==> config.mk <==
export PLATFORM = sky130hd
export DESIGN_NAME = mem_port_arbiter
export DESIGN_NICKNAME = d
export VERILOG_FILES = /design/src/rtl/mem_arb_pkg.sv /design/src/rtl/mem_wen_gen.sv /design/src/rtl/mem_port_arbiter.sv
export SDC_FILE = /design/constraint.sdc
export NUM_CORES = 1
export LEC_CHECK = 0
export CELL_PAD_IN_SITES_DETAIL_PLACEMENT = 0
export CELL_PAD_IN_SITES_GLOBAL_PLACEMENT = 1
export CORE_MARGIN = 2
export CORE_UTILIZATION = 14
export DETAILED_ROUTE_END_ITERATION = 10
export HOLD_SLACK_MARGIN = 0.08
export PLACE_DENSITY_LB_ADDON = 0.1
export SLEW_MARGIN = 30
export SYNTH_ARGS = -nofsm -noshare
export SYNTH_HDL_FRONTEND = slang
export SYNTH_SLANG_ARGS = --single-unit
==> constraint.sdc <==
create_clock -name clk -period 6.3 [get_ports clk]
set_clock_uncertainty 0.05 [all_clocks]
set_input_delay 1.26 -clock clk [delete_from_list [all_inputs] [get_ports clk]]
set_output_delay 1.26 -clock clk [all_outputs]
set_load 0.005 [all_outputs]
==> src/rtl/mem_arb_pkg.sv <==
// Shared types and encodings for the two-master memory port arbiter.
package mem_arb_pkg;

  typedef enum logic {
    ARB   = 1'b0,
    LOCK1 = 1'b1
  } arb_state_e;

  typedef enum logic {
    MST_M0 = 1'b0,
    MST_M1 = 1'b1
  } master_e;

  localparam logic [2:0] SC_BYTE = 3'b001;
  localparam logic [2:0] SC_HALF = 3'b010;
  localparam logic [2:0] SC_WORD = 3'b100;

endpackage

==> src/rtl/mem_wen_gen.sv <==
// Converts a store type and the low address bits into the physical byte-lane write mask.
module mem_wen_gen
  import mem_arb_pkg::*;
(
  input  logic [2:0] storecntrl,
  input  logic [1:0] addr,
  output logic [3:0] wen
);

  // Halfwords wrap around the word, so offset 3 covers lanes 3 and 0.
  always_comb begin
    wen = 4'b0000;
    case (storecntrl)
      SC_BYTE: wen = 4'b0001 << addr;
      SC_HALF: begin
        case (addr)
          2'd0:    wen = 4'b0011;
          2'd1:    wen = 4'b0110;
          2'd2:    wen = 4'b1100;
          default: wen = 4'b1001;
        endcase
      end
      SC_WORD: wen = 4'b1111;
      default: wen = 4'b0000;
    endcase
  end

endmodule

==> src/rtl/mem_port_arbiter.sv <==
// Round-robin arbiter sharing one memory port between the core LSU (m0) and the
// UART loader (m1), with a bounded locked-burst mode for m1.
module mem_port_arbiter
  import mem_arb_pkg::*;
#(
  parameter int MAX_BURST = 16
) (
  input  logic        clk,
  input  logic        rst,
  input  logic        m0_req,
  input  logic [31:0] m0_addr,
  input  logic [31:0] m0_wdata,
  input  logic [2:0]  m0_storecntrl,
  output logic        m0_gnt,
  output logic        m0_rvalid,
  output logic [31:0] m0_rdata,
  input  logic        m1_req,
  input  logic [31:0] m1_addr,
  input  logic [31:0] m1_wdata,
  input  logic [2:0]  m1_storecntrl,
  input  logic        m1_lock,
  output logic        m1_gnt,
  output logic        m1_rvalid,
  output logic [31:0] m1_rdata,
  output logic        mem_en,
  output logic [31:0] mem_addr,
  output logic [31:0] mem_din,
  output logic [2:0]  mem_storecntrl,
  output logic [3:0]  mem_wen,
  input  logic [31:0] mem_dout
);

  localparam int          CW            = $clog2(MAX_BURST + 1);
  localparam logic [CW-1:0] BURST_LIMIT = CW'(MAX_BURST);
  localparam bit          LOCK_ALLOWED  = (MAX_BURST > 1);

  arb_state_e    state_q, state_d;
  logic [CW-1:0] burst_cnt_q, burst_cnt_d;
  logic [CW-1:0] burst_inc;
  master_e       last_grant_q, last_grant_d;
  master_e       resp_owner_q;
  logic          resp_valid_q;

  assign burst_inc = burst_cnt_q + CW'(1);

  // Grants are suppressed while rst is high so every output reads zero during reset.
  always_comb begin
    state_d      = state_q;
    burst_cnt_d  = burst_cnt_q;
    last_grant_d = last_grant_q;
    m0_gnt       = 1'b0;
    m1_gnt       = 1'b0;
    if (!rst) begin
      case (state_q)
        ARB: begin
          if (m0_req && m1_req) begin
            if (last_grant_q == MST_M0) m1_gnt = 1'b1;
            else                        m0_gnt = 1'b1;
          end else begin
            m0_gnt = m0_req;
            m1_gnt = m1_req;
          end
          if (m0_gnt) last_grant_d = MST_M0;
          if (m1_gnt) begin
            last_grant_d = MST_M1;
            if (m1_lock && LOCK_ALLOWED) begin
              state_d     = LOCK1;
              burst_cnt_d = CW'(1);
            end
          end
        end
        LOCK1: begin
          m1_gnt       = m1_req;
          last_grant_d = MST_M1;
          if (m1_gnt) burst_cnt_d = burst_inc;
          if (!m1_lock || !m1_req || (m1_gnt && (burst_inc == BURST_LIMIT))) begin
            state_d     = ARB;
            burst_cnt_d = '0;
          end
        end
        default: begin
          state_d     = ARB;
          burst_cnt_d = '0;
        end
      endcase
    end
  end

  // The winner's request drives the memory port in the grant cycle; idle cycles drive zeros.
  always_comb begin
    mem_en         = m0_gnt | m1_gnt;
    mem_addr       = '0;
    mem_din        = '0;
    mem_storecntrl = '0;
    if (m0_gnt) begin
      mem_addr       = m0_addr;
      mem_din        = m0_wdata;
      mem_storecntrl = m0_storecntrl;
    end else if (m1_gnt) begin
      mem_addr       = m1_addr;
      mem_din        = m1_wdata;
      mem_storecntrl = m1_storecntrl;
    end
  end

  mem_wen_gen u_wen_gen (
    .storecntrl (mem_storecntrl),
    .addr       (mem_addr[1:0]),
    .wen        (mem_wen)
  );

  always_ff @(posedge clk or posedge rst) begin
    if (rst) begin
      state_q      <= ARB;
      burst_cnt_q  <= '0;
      last_grant_q <= MST_M1;
      resp_owner_q <= MST_M0;
      resp_valid_q <= 1'b0;
    end else begin
      state_q      <= state_d;
      burst_cnt_q  <= burst_cnt_d;
      last_grant_q <= last_grant_d;
      resp_owner_q <= m1_gnt ? MST_M1 : MST_M0;
      resp_valid_q <= m0_gnt | m1_gnt;
    end
  end

  // Read data is steered to the master that owned the previous cycle's grant.
  assign m0_rvalid = resp_valid_q && (resp_owner_q == MST_M0);
  assign m1_rvalid = resp_valid_q && (resp_owner_q == MST_M1);
  assign m0_rdata  = m0_rvalid ? mem_dout : '0;
  assign m1_rdata  = m1_rvalid ? mem_dout : '0;

endmodule

After elaboration in Yosys (flattened, before gate mapping)
Cells that the tools add are included.
- flip-flop bits (word level): 9
- input bits: 171
- output and inout bits: 140
- add/subtract/negate cells: 1
- eq/ne operators: 10
- shifts and indexed selects: 1
- multiplexer cells: 35
- bitwise logic cells: 4
- reduce and logical (&&, ||, !) cells: 11
- operators by type and width (kind ; count):
    $mux W32 ; 6
    $pmux W4 S3 ; 2
    $mux W5 ; 4
    $mux W1 ; 17
    $pmux W5 S2 ; 1
    $mux W3 ; 2
    $pmux W1 S2 ; 3
    $add A5 B1 Y5 const B ; 1
    $eq A5 B5 Y1 const B ; 1
    $logic_and A1 B1 Y1 ; 4
    $ne A2 B2 Y1 const B ; 2
    $reduce_and A4 Y1 ; 1
    $shl A1 B2 Y4 const A ; 1
    $eq A3 B1 Y1 const B ; 1
    $eq A3 B2 Y1 const B ; 1
    $eq A3 B3 Y1 const B ; 1
    $ne A3 B2 Y1 const B ; 1
    $ne A3 B3 Y1 const B ; 1
    $not A1 Y1 ; 3
    $eq A2 B1 Y1 const B ; 1
    $eq A2 B2 Y1 const B ; 1
    $logic_not A1 Y1 ; 2
    $logic_not A2 Y1 ; 1
    $logic_or A1 B1 Y1 ; 2
    other kinds (2) ; 2

Logic depth before layout (Yosys ltp)
Gate-level depths: netlist (run 1).
- depth after elaboration: 11
- gate-level depth with buffers: 12
- gate-level depth less buffers: 9

Modules after synthesis
A second synthesis (run 1) with hierarchy kept.
- cell total of the unflattened synthesis: 229
- area total of the unflattened synthesis: 1798.0 µm²
- by module, submodules not included (module ; times used ; cells each ; area an instance (µm²) ; seq. area each (µm²)):
    mem_port_arbiter ; 1 ; 206 ; 1621.6 ; 226.5
    mem_wen_gen ; 1 ; 23 ; 176.4 ; 0.0

Worst setup path after synthesis (run 1)
No wires, ideal clock.
- kind: input to output
- start: in rst
- end: out mem_wen[2]
- arrival: 2848 ps
- data required time: 4990 ps
- path slack: 2142 ps
- cell stages on the path: 7
- cell sequence: inv_1 -> and3_1 -> buf_2 -> buf_2 -> a22o_1 -> ha_1 -> o311ai_1
- word-level cells in the longest chain between the ends: 6
- elaborated cells on any way between the ends: 15
- those cells by class: eq/ne (5); shift (1); mux (8); reduce/logical (1)
- RTL lines (item ; RTL line ; text):
    start, declared ; mem_port_arbiter.sv:9 ; input logic rst,
    $mux W1 ; mem_port_arbiter.sv:53 ; if (!rst) begin
    $mux W32 ; mem_port_arbiter.sv:99 ; end else if (m1_gnt) begin
    $mux W32 * ; mem_port_arbiter.sv:95 ; if (m0_gnt) begin
    via mem_addr[1] ; mem_port_arbiter.sv:26 ; output logic [31:0] mem_addr,
    $eq A2 B2 Y1, or another cell as far along ; mem_wen_gen.sv:16 ; case (addr)
    $pmux W4 S3 ; mem_wen_gen.sv:16 ;
    $pmux W4 S3 * ; mem_wen_gen.sv:13 ; case (storecntrl)
    end, declared ; mem_port_arbiter.sv:29 ; output logic [3:0] mem_wen,
Mark *: on every way through the listed nets, which the timed path passes. The rest lies on a longest branch.

Worst setup path in the final report (run 1)
- start: in rst
- end: out mem_wen[2]
- word-level cells in the longest chain between the ends: 6
- elaborated cells on any way between the ends: 15
- those cells by class: eq/ne (5); shift (1); mux (8); reduce/logical (1)
- RTL lines (item ; RTL line):
    $mux W1 ; mem_port_arbiter.sv:53
    $mux W32 ; mem_port_arbiter.sv:99
    $mux W32 ; mem_port_arbiter.sv:95
    $eq A2 B2 Y1, or another cell as far along ; mem_wen_gen.sv:16
    $pmux W4 S3 ; mem_wen_gen.sv:16
    $pmux W4 S3 * ; mem_wen_gen.sv:13
Mark *: on every way between the ends. The rest lies on a longest branch, timed or not.

==> key figures, run 1 <==
Run status
  – Outcome: finished clean

GRT
  – Vias in the first global route: 3119
  – Initial antenna violation count: 0
  – Largest net degree at the start of global routing: 50
  – Global route total overflow: 0
  – First-pass GRT wire length: 17.7 mm
  – Tot GR Track Use: 15.7%

Worst hold path
  – Hold EP: last_grant_q
  – Hold/Removal Path Class: flip-flop to flip-flop
  – Hold Crit Start: last_grant_q
  – Worst hold stages: 1

Setup path
  – Crit path largest cell delay: 580 ps
  – CP Capture Type: output port
  – Worst EP arrival: 4050 ps
  – Worst path slowest cell: clkdlybuf4s50_1
  – Crit Path Max Fanout: 15
  – CP Data Required Time: 4990 ps
  – R2R cell count: 4
  – FF-to-FF setup slack: 4180 ps
  – Worst Setup Path Type: primary input to output port
  – Crit path cell chain: clkdlybuf4s50_1 > inv_1 > and3_2 > a22o_1 > ha_1 > o311ai_1 > clkdlybuf4s50_1
  – Most common cell on crit path: clkdlybuf4s50_1
  – Setup crit start kind: primary input
  – Reg2reg start: state_q
  – Worst flop-to-flop path endpoint: resp_valid_q

STA
  – Final Hold Fails: 0
  – Worst setup margin: 943 ps
  – Relative slew slack: 39.6%
  – Period utilization: 85.0%
  – Unrepaired setup endpoints after global routing: no
  – Final setup viols: 0
  – Worst slew pin tran: 906 ps
  – Setup_tns: 0 ps
  – F_max: 0.187 GHz
  – Fin crit period: 5360 ps
  – Max-slew violation count: 0

Synthesis
  – Synth cell types: 45
  – Synth warnings: 0
  – Post-Syn Area: 1880 µm²
  – Sequential share of the synthesized area: 12.1%
  – Main synth FF type: dfrtp_1
  – Synthesized flop and latch total: 9
  – Post-synthesis cell count: 240
  – Synthesized Nets: 417
  – EDFF count, synth: 0
  – Asr flop ratio synth: 100%
  – Synth Area per Inst: 7.83 µm²

Die
  – Chip height: 120 µm
  – Die area: 14400 µm²
  – Core footprint: 13200 µm²
  – Site row count: 42
  – Die Span X: 120 µm
  – IO Pins: 311
  – Initial core utilization: 14.2%

Clock tree
  – Hold buffer count at CTS: 0
  – H-tree levels: 1
  – Clock Latency Late Sink: 230 ps
  – # Post-CTS Setup Buffers: 0
  – CTS Root Cell: clkbuf_16
  – Clk sinks: 9
  – Num CTS Buffers: 3
  – CTS clock-pin slew for the worst setup and hold paths: 40 ps
  – PostCTS Resize Cnt: 0
  – TritonCTS clock tree: done
  – Clk buf depth: 2

Flow run
  – Max-cap violations: 0

Detailed routing
  – Routed Antenna Nets: 0
  – WL/cell: 17.2 µm
  – DRT Wirelength: 12.2 mm
  – Via count: 3130
  – First-pass detailed-route iteration total: 4
  – Iter 0 DRT Violations: 99
  – Via-to-Cell Ratio: 4.41
  – DRC Markers: 0

Power and ir drop
  – Peak supply drop: 0.0611 mV
  – Tot Pwr: 666 µW
  – Static Leak: 2.11 nW
  – Power Density: 128 nW/µm²

Final layout
  – Fillers: 1343
  – Area Growth Syn to Fin: 176%
  – Nets: 711
  – Share of layout cells above drive strength 1: 4.50%
  – ANT cells: 0

Placed design
  – Port buffer count: 310
  – Pre-CTS setup slack: 907 ps
  – Placer Congestion: 0.829
  – DP HPWL: 10.4 mm
==> cell usage in the layout, fill, tap and decap left out, drive strengths merged, types with 2 or more instances in the layout <==
cell type / count
nand3: 12
nand2: 6
clkbuf: 4
o211ai: 2
a21oi: 2
a22o: 64
nor2: 4
clkdlybuf4s50: 310
buf: 4
nand4: 2
inv: 6
ha: 6
or2: 2
dfrtp: 8
and3: 37
o21ai: 6
o31ai: 2
and2: 35
nand3b: 3
==> through the flow <==
| stage | area [µm²] | util (%) | cells | hold WS (ps) |
|---|---|---|---|---|
| after global placement | 5110 | 38.8 | 705 | 455 |
| after CTS | 5190 | 39.4 | 709 | 469 |
| after detailed placement | 5110 | 38.8 | 705 | 463 |
| after global routing | 5190 | 39.4 | 709 | 480 |
| after floorplan | 1880 | - | 240 | 441 |
| final | 5190 | 39.4 | 709 | 467 |
==> where the power goes <==
| group | switching, mW | internal, mW | leakage, nW | total (mW) |
|---|---|---|---|---|
| Sequential | 0.0282 | 0.0695 | 0.116 | 0.0977 |
| Combinational | 0.156 | 0.303 | 1.95 | 0.459 |
| Clock | 0.0247 | 0.0843 | 0.0382 | 0.109 |
| Total | 0.209 | 0.457 | 2.11 | 0.666 |
==> Yosys cell counts (2+ instances only) <==
master / number / area [µm²]
a22o_1: 63 / 552
and2_1: 35 / 219
and3_1: 34 / 213
and3_2: 2 / 15.0
buf_2: 11 / 55.1
buf_4: 2 / 15.0
clkbuf_1: 11 / 41.3
dfrtp_1: 8 / 200
ha_1: 6 / 75.1
inv_1: 5 / 18.8
nand2_1: 6 / 22.5
nand3_1: 12 / 60.1
nand3b_1: 2 / 15.0
nand4_1: 2 / 12.5
nor2_1: 3 / 11.3
o211ai_1: 2 / 15.0
o21ai_0: 6 / 30.0
o31ai_1: 2 / 15.0
or2_2: 2 / 12.5
==> worst max path at each step <==
stage | depth (start not counted) | endpoint | startpoint | slack (ps)
after CTS | 7 | mem_wen[2] | rst | 890
final | 7 | mem_wen[2] | rst | 940
after floorplan | 7 | mem_wen[2] | rst | 2140
after detailed placement | 7 | mem_wen[2] | rst | 910
after global placement | 7 | mem_wen[2] | rst | 950
after global routing | 7 | mem_wen[2] | rst | 660
==> worst max-delay path, delay by kind of cell <==
kind | cells | cell delay [ps]
buffers and inverters | 3 | 1500
AO/OA/AOI/OAI | 2 | 590
adder cells (fa/ha/maj) | 1 | 270
AND/OR/NAND/NOR | 1 | 430
==> routing by layer <==
metal	GRT usage, %	vias to the layer above	share of wire (%)
met1	16.0	1419	35
li1	-	1510	-
met5	0	-	0
met4	3.01	0	1.2
met2	31.1	191	53
met3	4.94	10	10
==> area by class of cell <==
type                    count  area, µm²  share of cell area [%]
clock buffers               4       78.8                    1.52
repair buffers            314       3130                    60.4
flip-flops and latches      9        226                    4.36
multi-input cells         200       1510                    29.1
inverters                   6       22.5                   0.434
well taps                 176        220                    4.24
==> cell families after synthesis <==
kind of cell    share of synthesized area [%]
compound gates                           38.8
flops                                    12.1
simple gates                             36.4
xor+xnor                                0.466
mux                                     0.533
fa+ha+maj                                3.99
buf+inv                                  7.72
==> flip-flops by register name, summed over array words and instances, names as in the netlist <==
signal,flops
resp_owner_q,1
resp_valid_q,1
last_grant_q,1
burst_cnt_q,5
state_q,1
No activity file was read; power rests on OpenSTA's default activity.
==> run 2: changes to the inputs <==
- MAX_ROUTING_LAYER: default -> met4
==> run 2 against run 1 <==
Maximum frequency about the same. Combinational power about the same. Critical path depth is the same. Register-to-register slack barely moved. First-iteration DRC count is 5.1% higher. Global-route usage increased by 0.44 points. Critical path type unchanged.
==> key figures, run 2 (synthesis gave the netlist of run 1 again) <==
Run status
  – Outcome: finished clean

Setup path
  – Reg2reg start: state_q
  – Crit path cell chain: clkdlybuf4s50_1 > inv_1 > and3_2 > a22oi_1 > ha_1 > o311ai_1 > clkdlybuf4s50_1
  – Setup crit start kind: primary input
  – Crit Path Max Fanout: 15 (unchanged)
  – CP Data Required Time: 4990 ps (about the same)
  – CP Capture Type: output port
  – Most common cell on crit path: clkdlybuf4s50_1
  – Delay-heaviest family, CP: buffers and inverters
  – Crit path largest cell delay: 580 ps (about the same)
  – Worst path slowest cell: clkdlybuf4s50_1
  – FF-to-FF setup slack: 4180 ps (about the same)
  – Worst path bufs/invs: 3 (unchanged)
  – R2R cell count: 4 (unchanged)
  – Worst Setup Path Type: primary input to output port
  – Worst EP arrival: 4040 ps (about the same)
  – Worst flop-to-flop path endpoint: resp_valid_q

Detailed routing
  – DRC Markers: 0 (unchanged)
  – Iter 0 DRT Violations: 104 (+5.1%)
  – WL/cell: 17.2 µm (+0.13%)
  – Via-to-Cell Ratio: 4.42 (about the same)
  – Routed Antenna Nets: 0 (unchanged)
  – Via count: 3133 (+0.096%)
  – DRT Wirelength: 12.2 mm (+0.13%)
  – First-pass detailed-route iteration total: 4 (unchanged)

Power and ir drop
  – Tot Pwr: 666 µW (about the same)
  – Static Leak: 2.11 nW (unchanged)
  – Power Density: 128 nW/µm² (about the same)
  – Peak supply drop: 0.0612 mV (about the same)

Final layout
  – Commonest non-fill, non-tap cell in the layout: clkdlybuf4s50_1
  – Non-filler instance count after layout: 709 (unchanged)
  – Area Growth Syn to Fin: 176% (unchanged)
  – ANT cells: 0 (unchanged)
  – Largest register FFs: 5 (unchanged)
  – Share of layout cells above drive strength 1: 4.50% (unchanged)
  – Commonest cells after routing, fill and taps aside: clkdlybuf4s50_1, a22o_1, and2_1
  – Fillers: 1343 (unchanged)
  – Reg with most FFs: burst_cnt_q
  – Nets: 711 (unchanged)
  – Post-layout instance area: 5190 µm² (unchanged)

GRT
  – Initial antenna violation count: 0 (unchanged)
  – Largest net degree at the start of global routing: 50 (unchanged)
  – Vias in the first global route: 3128 (+0.29%)
  – Global route total overflow: 0 (unchanged)
  – Tot GR Track Use: 16.1% (+0.44 points)
  – First-pass GRT wire length: 17.6 mm (-0.27%)

STA
  – Max-slew violation count: 0 (unchanged)
  – Unrepaired setup endpoints after global routing: no
  – Fin crit period: 5350 ps (-4.82 ps)
  – Worst setup margin: 948 ps (+4.82 ps)
  – Worst slew pin tran: 895 ps (-10.7 ps)
  – Final setup viols: 0 (unchanged)
  – Setup_tns: 0 ps (unchanged)
  – F_max: 0.187 GHz (about the same)
  – Final Hold Fails: 0 (unchanged)
  – Relative slew slack: 40.3% (+0.71 points)
  – Period utilization: 85.0% (about the same)

Clock tree
  – Hold buffer count at CTS: 0 (unchanged)
  – Clk sinks: 9 (unchanged)
  – PostCTS Resize Cnt: 0 (unchanged)
  – Clock Latency Late Sink: 230 ps (about the same)
  – TritonCTS clock tree: done
  – # Post-CTS Setup Buffers: 0 (unchanged)
  – CTS Root Cell: clkbuf_16
  – Clk buf depth: 2 (unchanged)
  – CTS clock-pin slew for the worst setup and hold paths: 40 ps (about the same)
  – Num CTS Buffers: 3 (unchanged)
  – H-tree levels: 1 (unchanged)

Placed design
  – Pre-CTS setup slack: 907 ps (unchanged)
  – DP Area: 5110 µm² (unchanged)
  – Post-Place Cells: 705 (unchanged)
  – Port buffer count: 310 (unchanged)
  – Placer Congestion: 0.841 (+1.5%)
  – DP HPWL: 10.4 mm (unchanged)

Worst hold path
  – Worst hold stages: 1 (unchanged)
  – Hold EP: last_grant_q
  – Hold/Removal Path Class: flip-flop to flip-flop
  – Hold Crit Start: last_grant_q

Die
  – Core footprint: 13200 µm² (unchanged)
  – Site row count: 42 (unchanged)
  – Chip height: 120 µm (unchanged)
  – IO Pins: 311 (unchanged)
  – Die area: 14400 µm² (unchanged)
  – Initial core utilization: 14.2% (unchanged)
  – Die Span X: 120 µm (unchanged)

Flow run
  – Max-cap violations: 0 (unchanged)
==> run 2: cell counts in the layout (fill, tap and decap cells not counted) <==
No cell type changed its count.
==> run 2: through the flow <==
| step | util (%) | hold slack [ps] |
|---|---|---|
| 2_1_floorplan | - | 441 |
| 3_3_place_gp | 38.8 | 455 |
| 3_5_place_dp | 38.8 | 463 |
| 4_1_cts | 39.4 | 469 |
| 5_1_grt | 39.4 | 480 |
| 6_report | 39.4 | 467 |
==> run 2: metal layers <==
layer,GRT usage [%],up-vias,part of all wire [%]
li1,-,1510,-
met2,31.1,193,53
met4,3.01,0,1.2
met5,-,-,0
met1,16.6,1420,37
met3,3.94,10,9.0
==> run 2: how the worst max path moves through the flow <==
stage,cells past startpoint,endpoint,slack (ps),start
global route,7,mem_wen[2],660,rst
finish,7,mem_wen[2],950,rst
floorplan,7,mem_wen[2],2140,rst
global placement,7,mem_wen[2],950,rst
CTS,7,mem_wen[2],890,rst
detailed placement,7,mem_wen[2],910,rst
==> run 2: area by class of cell <==
class / count / area (µm²) / share of cell area [%]
clock buffer: 4 / 78.8 / 1.52
inverter: 6 / 22.5 / 0.434
multi-input combinational: 200 / 1510 / 29.1
sequential: 9 / 226 / 4.36
tap: 176 / 220 / 4.24
timing repair buffer: 314 / 3130 / 60.4
==> run 2: power breakdown <==
part | internal [mW] | leakage, nW | switching (mW) | total, mW
registers | 0.0695 | 0.116 | 0.0281 | 0.0976
clock network | 0.0843 | 0.0382 | 0.0247 | 0.109
logic | 0.303 | 1.95 | 0.157 | 0.459
